<file path="config.mk">
export PLATFORM = sky130hd
export DESIGN_NAME = rf_writeback_ctrl
export DESIGN_NICKNAME = d
export VERILOG_FILES = /design/src/rtl/rf_writeback_ctrl.sv
export SDC_FILE = /design/constraint.sdc
export NUM_CORES = 1
export LEC_CHECK = 0
export CORE_UTILIZATION = 50
export CTS_CLUSTER_DIAMETER = 30
export DETAILED_ROUTE_END_ITERATION = 8
export DONT_BUFFER_PORTS = 1
export PLACE_DENSITY = 0.72
export SLEW_MARGIN = 10
export SYNTH_ARGS = -nofsm -noshare
export SYNTH_HDL_FRONTEND = slang
export SYNTH_SLANG_ARGS = --single-unit
</file>
<file path="constraint.sdc">
create_clock -name CLK -period 3.15 [get_ports CLK]
set_input_delay 0.4725 -clock CLK [delete_from_list [all_inputs] [get_ports CLK]]
set_output_delay 0.4725 -clock CLK [all_outputs]
set_load 0.02 [all_outputs]
</file>
<file path="src/rtl/rf_writeback_ctrl.sv">
`default_nettype none
// ============================================================================
// Module   : rf_writeback_ctrl
// Brief    : Register-file write-port controller. It merges ALU results with
//            queued load responses and keeps a per-register pending scoreboard.
// Revision : 1.0
// ============================================================================

module rf_writeback_ctrl #(
    parameter int DWIDTH   = 32,
    parameter int AWIDTH   = 5,
    parameter int MDEPTH   = 32,
    parameter int LQ_DEPTH = 2
) (
    input  logic              CLK,
    input  logic              RST,
    input  logic              ISS_VALID,
    input  logic [AWIDTH-1:0] ISS_RS1,
    input  logic [AWIDTH-1:0] ISS_RS2,
    input  logic [AWIDTH-1:0] ISS_RD,
    output logic              ISS_STALL,
    input  logic              ALU_VALID,
    input  logic [AWIDTH-1:0] ALU_RD,
    input  logic [DWIDTH-1:0] ALU_WD,
    input  logic              LD_VALID,
    output logic              LD_READY,
    input  logic [AWIDTH-1:0] LD_RD,
    input  logic [DWIDTH-1:0] LD_WD,
    output logic              WE,
    output logic [AWIDTH-1:0] WA,
    output logic [DWIDTH-1:0] WD,
    output logic [MDEPTH-1:0] PEND,
    output logic              WB_ERR
);

    localparam int                c_PTR_W   = (LQ_DEPTH > 1) ? $clog2(LQ_DEPTH) : 1;
    localparam logic [c_PTR_W:0]  c_PTR_ONE = {{c_PTR_W{1'b0}}, 1'b1};

    // Pointers carry one extra wrap bit to tell full from empty.
    logic [c_PTR_W:0]    r_wptr;
    logic [c_PTR_W:0]    r_rptr;
    logic [AWIDTH-1:0]   r_lq_rd [LQ_DEPTH];
    logic [DWIDTH-1:0]   r_lq_wd [LQ_DEPTH];

    logic                r_we;
    logic [AWIDTH-1:0]   r_wa;
    logic [DWIDTH-1:0]   r_wd;
    logic [MDEPTH-1:0]   r_pend;
    logic                r_wb_err;

    logic                w_empty;
    logic                w_full;
    logic                w_push;
    logic                w_pop;
    logic                w_fire;
    logic                w_hazard;
    logic                w_sel_valid;
    logic [AWIDTH-1:0]   w_sel_rd;
    logic [DWIDTH-1:0]   w_sel_wd;
    logic [MDEPTH-1:0]   w_pend_nxt;
    logic [c_PTR_W-1:0]  w_widx;
    logic [c_PTR_W-1:0]  w_ridx;

    assign w_widx  = r_wptr[c_PTR_W-1:0];
    assign w_ridx  = r_rptr[c_PTR_W-1:0];
    assign w_empty = (r_wptr == r_rptr);
    assign w_full  = (r_wptr[c_PTR_W] != r_rptr[c_PTR_W]) && (w_widx == w_ridx);

    // A pop in the same cycle is deliberately not credited to LD_READY.
    assign LD_READY = !w_full;
    assign w_push   = LD_VALID && !w_full;
    assign w_pop    = !ALU_VALID && !w_empty;

    assign w_hazard  = r_pend[ISS_RS1] | r_pend[ISS_RS2] | r_pend[ISS_RD];
    assign ISS_STALL = ISS_VALID && w_hazard;
    assign w_fire    = ISS_VALID && !w_hazard;

    always_comb begin
        w_sel_valid = 1'b0;
        w_sel_rd    = '0;
        w_sel_wd    = '0;
        if (ALU_VALID) begin
            w_sel_valid = 1'b1;
            w_sel_rd    = ALU_RD;
            w_sel_wd    = ALU_WD;
        end else if (!w_empty) begin
            w_sel_valid = 1'b1;
            w_sel_rd    = r_lq_rd[w_ridx];
            w_sel_wd    = r_lq_wd[w_ridx];
        end
    end

    // Clear is applied before set; the stall rule keeps them on distinct bits.
    always_comb begin
        w_pend_nxt = r_pend;
        if (r_we) begin
            w_pend_nxt[r_wa] = 1'b0;
        end
        if (w_fire && (ISS_RD != '0)) begin
            w_pend_nxt[ISS_RD] = 1'b1;
        end
        w_pend_nxt[0] = 1'b0;
    end

    always_ff @(posedge CLK) begin
        if (w_push) begin
            r_lq_rd[w_widx] <= LD_RD;
            r_lq_wd[w_widx] <= LD_WD;
        end
    end

    always_ff @(posedge CLK) begin
        if (RST) begin
            r_wptr   <= '0;
            r_rptr   <= '0;
            r_we     <= 1'b0;
            r_wa     <= '0;
            r_wd     <= '0;
            r_pend   <= '0;
            r_wb_err <= 1'b0;
        end else begin
            if (w_push) begin
                r_wptr <= r_wptr + c_PTR_ONE;
            end
            if (w_pop) begin
                r_rptr <= r_rptr + c_PTR_ONE;
            end

            // Writes to x0 are consumed without touching the port.
            if (w_sel_valid && (w_sel_rd != '0)) begin
                r_we <= 1'b1;
                r_wa <= w_sel_rd;
                r_wd <= w_sel_wd;
            end else begin
                r_we <= 1'b0;
            end

            r_pend <= w_pend_nxt;

            if (r_we && !r_pend[r_wa]) begin
                r_wb_err <= 1'b1;
            end
        end
    end

    assign WE     = r_we;
    assign WA     = r_wa;
    assign WD     = r_wd;
    assign PEND   = r_pend;
    assign WB_ERR = r_wb_err;

endmodule

`default_nettype wire

</file>
==> impl_metrics.toml, run 1 <==
[status]
run_status = "completed"

[clocking]
root_buffer = "clkbuf_16"
cts.clk_slew.worst_paths_ps = 60
cts_sinks = 149
postCtsHoldBufs = 0
cts_tree = "done"
h-tree-depth = 4
clk_latency_ps = 430
ctsLongestPathBuffers = 2
numCtsBuffers = 17

[flow_run]
maxCapViolations = 0

[sta]
slew_headroom_pct = 35.0
post-route-period-util_pct = 95.3
fin_skew_ps = 9.06
setup_viol = 0
holdWs_ps = 123
slew_violations = 0
rsz0062_at_grt = "false"
tightest_slew_ps = 974
worst_slack_ps = 149
period_minus_slack_ps = 3000
timing.fmax_ghz = 0.333
fin_tns_setup_ps = 0
finalHoldViolCount = 0

[setup_path]
arrival_ps = 2530
crit_fanout = 8
r2r_slack_ps = 740
reg2reg_from = "PEND[30]"
reg2reg_depth = 6
crit_type = "flip-flop to output port"
startpoint_type = "flip-flop"
worst_r2r_endpoint = "PEND[18]"
cp-end-kind = "output port"
cp.required_ps = 2680

[logic_synthesis]
seq_area_frac_synth_pct = 52.3
yosysUniqueCellTypes = 59
synth_top_cell_by_area = "edfxtp_1"
syn_area_sq_mm = 0.00712
yosys_warnings = 0
synth.net_count = 744
postSynthCellCount = 650
synth_flop_cell = "dfxtp_1"
yosysTopAreaCellShare_pct = 31.2
ys_async_sr_fraction_pct = 0
yosysMostFrequentCell = "nor2_1"
ys_seq_elements = 149
ys_top_cells_by_area = "edfxtp_1, dfxtp_1, mux2i_1"
synth-edff-count = 74
syn_area_per_cell_sq_um = 11.0
ys_top_cells_by_count = "nor2_1, dfxtp_1, edfxtp_1, mux2i_1, nand3_1"

[final_layout]
diodes = 0
fin_area_sq_mm = 0.00791
drive_gt1_share_pct = 14.2
final_util_pct = 56.9
areaGrowthSynthToFinish_pct = 11.0
nets = 737
ff_latch_area_sq_mm = 0.00372
multiInputGateArea_sq_mm = 0.00315
fillerInstances = 1163
layout.cells.non_filler = 836

[hold_path]
hold_path_depth = 1
hold_start = "RST"
hold_end = "r_wptr[0]"
min_path_type = "primary input to flip-flop"

[detailed_routing]
drt-initial-drc-count = 355
wl_per_cell_um = 21.2
via_per_inst = 6.37
firstDrtPassIters = 4
drcViolationCount = 0
num_vias = 5322
routed_wl_mm = 17.7
antenna_left = 0

[global_route]
gr-total-overflow = 0
grt_max_degree = 63
track_usage_pct = 24.5
grt_pass1_wl_mm = 27.0
grt_pass1_vias = 5256
antenna_found_initial = 0

[floorplan]
fp-row-count = 43
coreArea_sq_mm = 0.0139
start_util_pct = 51.3
die-area_sq_mm = 0.0147
io_pins = 167
die_w_um = 121
die_h_um = 121

[placed_design]
place_ws_ps = 512
io_buffers = 0
post-dp-hpwl_mm = 12.6
gp_congestion = 0.958
placed_cell_area_sq_mm = 0.00728
dp_cells = 804

[power]
power_mw = 5.98
p_leak_nw = 2.69
cellPowerDensity_mw_per_mm2 = 757
ir_worst_vdd_mv = 0.743
[area by class of cell]
| class | instances | share of cell area [%] |
|---|---|---|
| Multi-Input combinational cell | 446 | 39.8 |
| Clock inverter | 15 | 2.45 |
| Tap cell | 180 | 2.85 |
| Inverter | 11 | 0.522 |
| Timing Repair Buffer | 18 | 1.87 |
| Sequential cell | 149 | 47.1 |
| Clock buffer | 17 | 5.38 |
[sequential cells by signal, summed over array words and instances, names as in the netlist, named ones only]
signal   flops
r_rptr       2
PEND        31
WD          32
WA           5
r_lq_wd     64
WB_ERR       1
WE           1
r_lq_rd     10
r_wptr       2
[worst max path at each step]
stage / startpoint / to
final: PEND[3] / ISS_STALL
after global routing: PEND[3] / ISS_STALL
after CTS: PEND[21] / ISS_STALL
after detailed placement: ISS_RS2[1] / ISS_STALL
after global placement: ISS_RS2[1] / ISS_STALL
after floorplan: r_rptr[1] / r_lq_rd[0][0]
[cells in the final DEF, fill, tap and decap left out, types with 3 or more instances in the layout]
master     count
nor2b_1        7
o211ai_1      16
a211oi_1      33
a21oi_1       35
bufinv_16      3
o2111ai_1      3
nand3_1       40
a221oi_1       4
mux2_2         5
dfxtp_1       74
mux4_2        19
a2bb2oi_1      3
clkbuf_16     17
nor3_1        12
inv_1         11
or2_2          3
buf_4         17
nand3b_1       5
o21ai_2        5
xnor2_1        5
nand2b_1       3
o21ai_1       26
inv_8          4
nand2_1       32
nor2_1        92
mux2i_1       51
o21a_1         4
edfxtp_1      74
and2_1         3
o21ai_0        3
inv_6          4
[power breakdown]
part,total [mW],internal [mW],switching (mW)
sequential,2.70,2.36,0.340
combinational,1.18,0.476,0.708
clock,2.10,1.27,0.830
[critical path, stage by stage, from the launching register on]
cell and delay, ps:
dfxtp_1 560, mux4_2 320, inv_1 40, a2111oi_0 570, a31oi_2 140, nand3_4 210, o21a_1 260
[layer usage]
layer  track usage (%)  vias to the layer above  share of wire (%)
met5                 0                        -                  0
met4              11.6                        0                2.7
met3              9.45                       46                 12
met2              40.3                      300                 49
li1                  -                     2430                  -
met1              27.8                     2546                 36
[logic make-up after synthesis]
group                  count (synthesis)  synth area share (%)
XOR/XNOR                               6                 0.738
AO/OA/AOI/OAI                        150                  14.2
multiplexers                          77                  14.7
buffers and inverters                 55                  3.65
AND/OR/NAND/NOR                      212                  14.3
flip-flops                           149                  52.3
other                                  1                0.0527
[what timing repair did]
item                       4_1_cts  5_1_grt
setup endpoints to repair        0        1
resized for setup                0        1
setup buffers                    0        0
Note: power is estimated with default switching activity, not from simulation.
==> inputs of run 2 (changes only) <==
Settings changed: PLACE_DENSITY 0.72 to default.
==> run 2 against run 1 <==
- sequential power is essentially flat
- die area is the same
- worst hold slack gained 15 ps
- clock power shrank 7%
- clock skew grew 2.0 ps
- global-route usage grew 1.1 points
- critical path depth shrank 1
- combinational power is essentially flat
- wire length grew 4.2%
- flip-flop and latch count is the same
- maximum frequency shrank 1.5%
- first-iteration DRC count grew 32%
- critical endpoint unchanged
- highest routed layer unchanged
==> impl_metrics.toml, run 2 (synthesis gave the netlist of run 1 again) <==
[status]
run_status = "completed"

[final_layout]
layout.cells.non_filler = 831
diodes = 0
final_common_cell = "nor2_1"
fin_area_sq_mm = 0.00781
areaGrowthSynthToFinish_pct = 9.68
most-common-layout-cells = "nor2_1, edfxtp_1, dfxtp_1, mux2i_1, nand3_1"
nets = 732
largest_reg_flops = 64
drive_gt1_share_pct = 13.5
top_register = "r_lq_wd"

[global_route]
grt_util_met3_pct = 9.96
antenna_found_initial = 0
grt_use_met2_pct = 43.5
grt_pass1_wl_mm = 28.3
track_usage_pct = 25.6
grt_max_degree = 48
gr-total-overflow = 0
met1_usage_pct = 28.4
top_usage_layer = "met2"
grt_pass1_vias = 5263

[hold_path]
min_path_type = "primary input to flip-flop"

[clocking]
cts_sinks = 149
cts_tree = "done"
h-tree-depth = 4
numCtsBuffers = 17
root_buffer = "clkbuf_16"
cts.clk_slew.worst_paths_ps = 60
ctsLongestPathBuffers = 2
clk_latency_ps = 410

[power]
p_leak_nw = 2.63
cellPowerDensity_mw_per_mm2 = 750
ir_worst_vdd_mv = 0.390

[placed_design]
post-dp-hpwl_mm = 13.1
io_buffers = 0
placed_cell_area_sq_mm = 0.00723
dp_cells = 799
gp_congestion = 0.964

[floorplan]
start_util_pct = 51.3
io_pins = 167
die_w_um = 121
die_h_um = 121
coreArea_sq_mm = 0.0139
fp-row-count = 43
die-area_sq_mm = 0.0147

[setup_path]
crit_fanout = 8
crit_type = "flip-flop to output port"
cp.required_ps = 2680
startpoint_type = "flip-flop"
cp-end-kind = "output port"
arrival_ps = 2570

[sta]
setup_viol = 0
rsz0062_at_grt = "false"
finalHoldViolCount = 0
slew_violations = 0
post-route-period-util_pct = 96.7
fin_tns_setup_ps = 0
slew_headroom_pct = 32.2
fin_skew_ps = 11.1
tightest_slew_ps = 1020
period_minus_slack_ps = 3050
timing.fmax_ghz = 0.328

[detailed_routing]
firstDrtPassIters = 5
via_per_inst = 6.26
routed_wl_mm = 18.5
drt-initial-drc-count = 470
drcViolationCount = 0
wl_per_cell_um = 22.2
num_vias = 5199
antenna_left = 0

[flow_run]
maxCapViolations = 0
==> run 2: changes by cell type in the layout (fill, tap and decap cells not counted), sizes merged <==
cell	previous run	this run
inv	19	16
clkbuf	17	20
buf	18	13
clkinvlp	1	2
bufinv	3	1
clkinv	3	4
==> run 2: layout make-up <==
class,count,area [sq um]
clock buffers,20,458
flip-flops and latches,149,3730
multi-input cells,446,3150
fillers,1188,6070
well taps,180,225
inverters,11,41.3
repair buffers,13,97.6
clock inverters,12,116
==> run 2: critical path: stages, from the launching register on <==
cell	delay, ps
dfxtp_1	440
mux4_2	510
o2111ai_1	230
and4_1	440
nand3_4	210
o21a_1	330
==> run 2: path summary, 6_finish.rpt <==
path            start   endpoint  slack (ps)  cells after the start
min reg2reg    WB_ERR     WB_ERR         540                      2
min               RST  flip-flop         140                      1
max          PEND[13]  ISS_STALL         100                      5
max reg2reg     WA[0]     WB_ERR         450                      5
==> run 2: timing repair <==
| item | 4_1_cts | 5_1_grt |
|---|---|---|
| resized for setup | 0 | 1 |
| hold buffers | 0 | 0 |
| setup buffers | 0 | 0 |
| endpoints found under the setup margin | 0 | 1 |
==> run 2: power by group <==
| group | leakage [nW] | internal (mW) | switching, mW | total [mW] |
|---|---|---|---|---|
| Clock | 0.279 | 1.15 | 0.806 | 1.95 |
| Combinational | 1.05 | 0.472 | 0.723 | 1.19 |
| Sequential | 1.31 | 2.36 | 0.351 | 2.71 |
==> run 2: layer usage <==
metal / vias up / wire, um
li1: 2416 / -
met1: 2504 / 7000
met2: 235 / 9140
met3: 44 / 1760
met4: 0 / 586
met5: - / 0
==> run 2: metrics by stage <==
stage	utilization [%]	worst slack, ps	power (mW)	hold WS, ps
2_1_floorplan	-	228	3.66	505
3_3_place_gp	52.1	492	3.92	522
3_5_place_dp	52.1	495	3.95	540
4_1_cts	56.3	117	5.90	122
5_1_grt	56.3	16.9	6.13	116
6_report	56.3	103	5.85	138
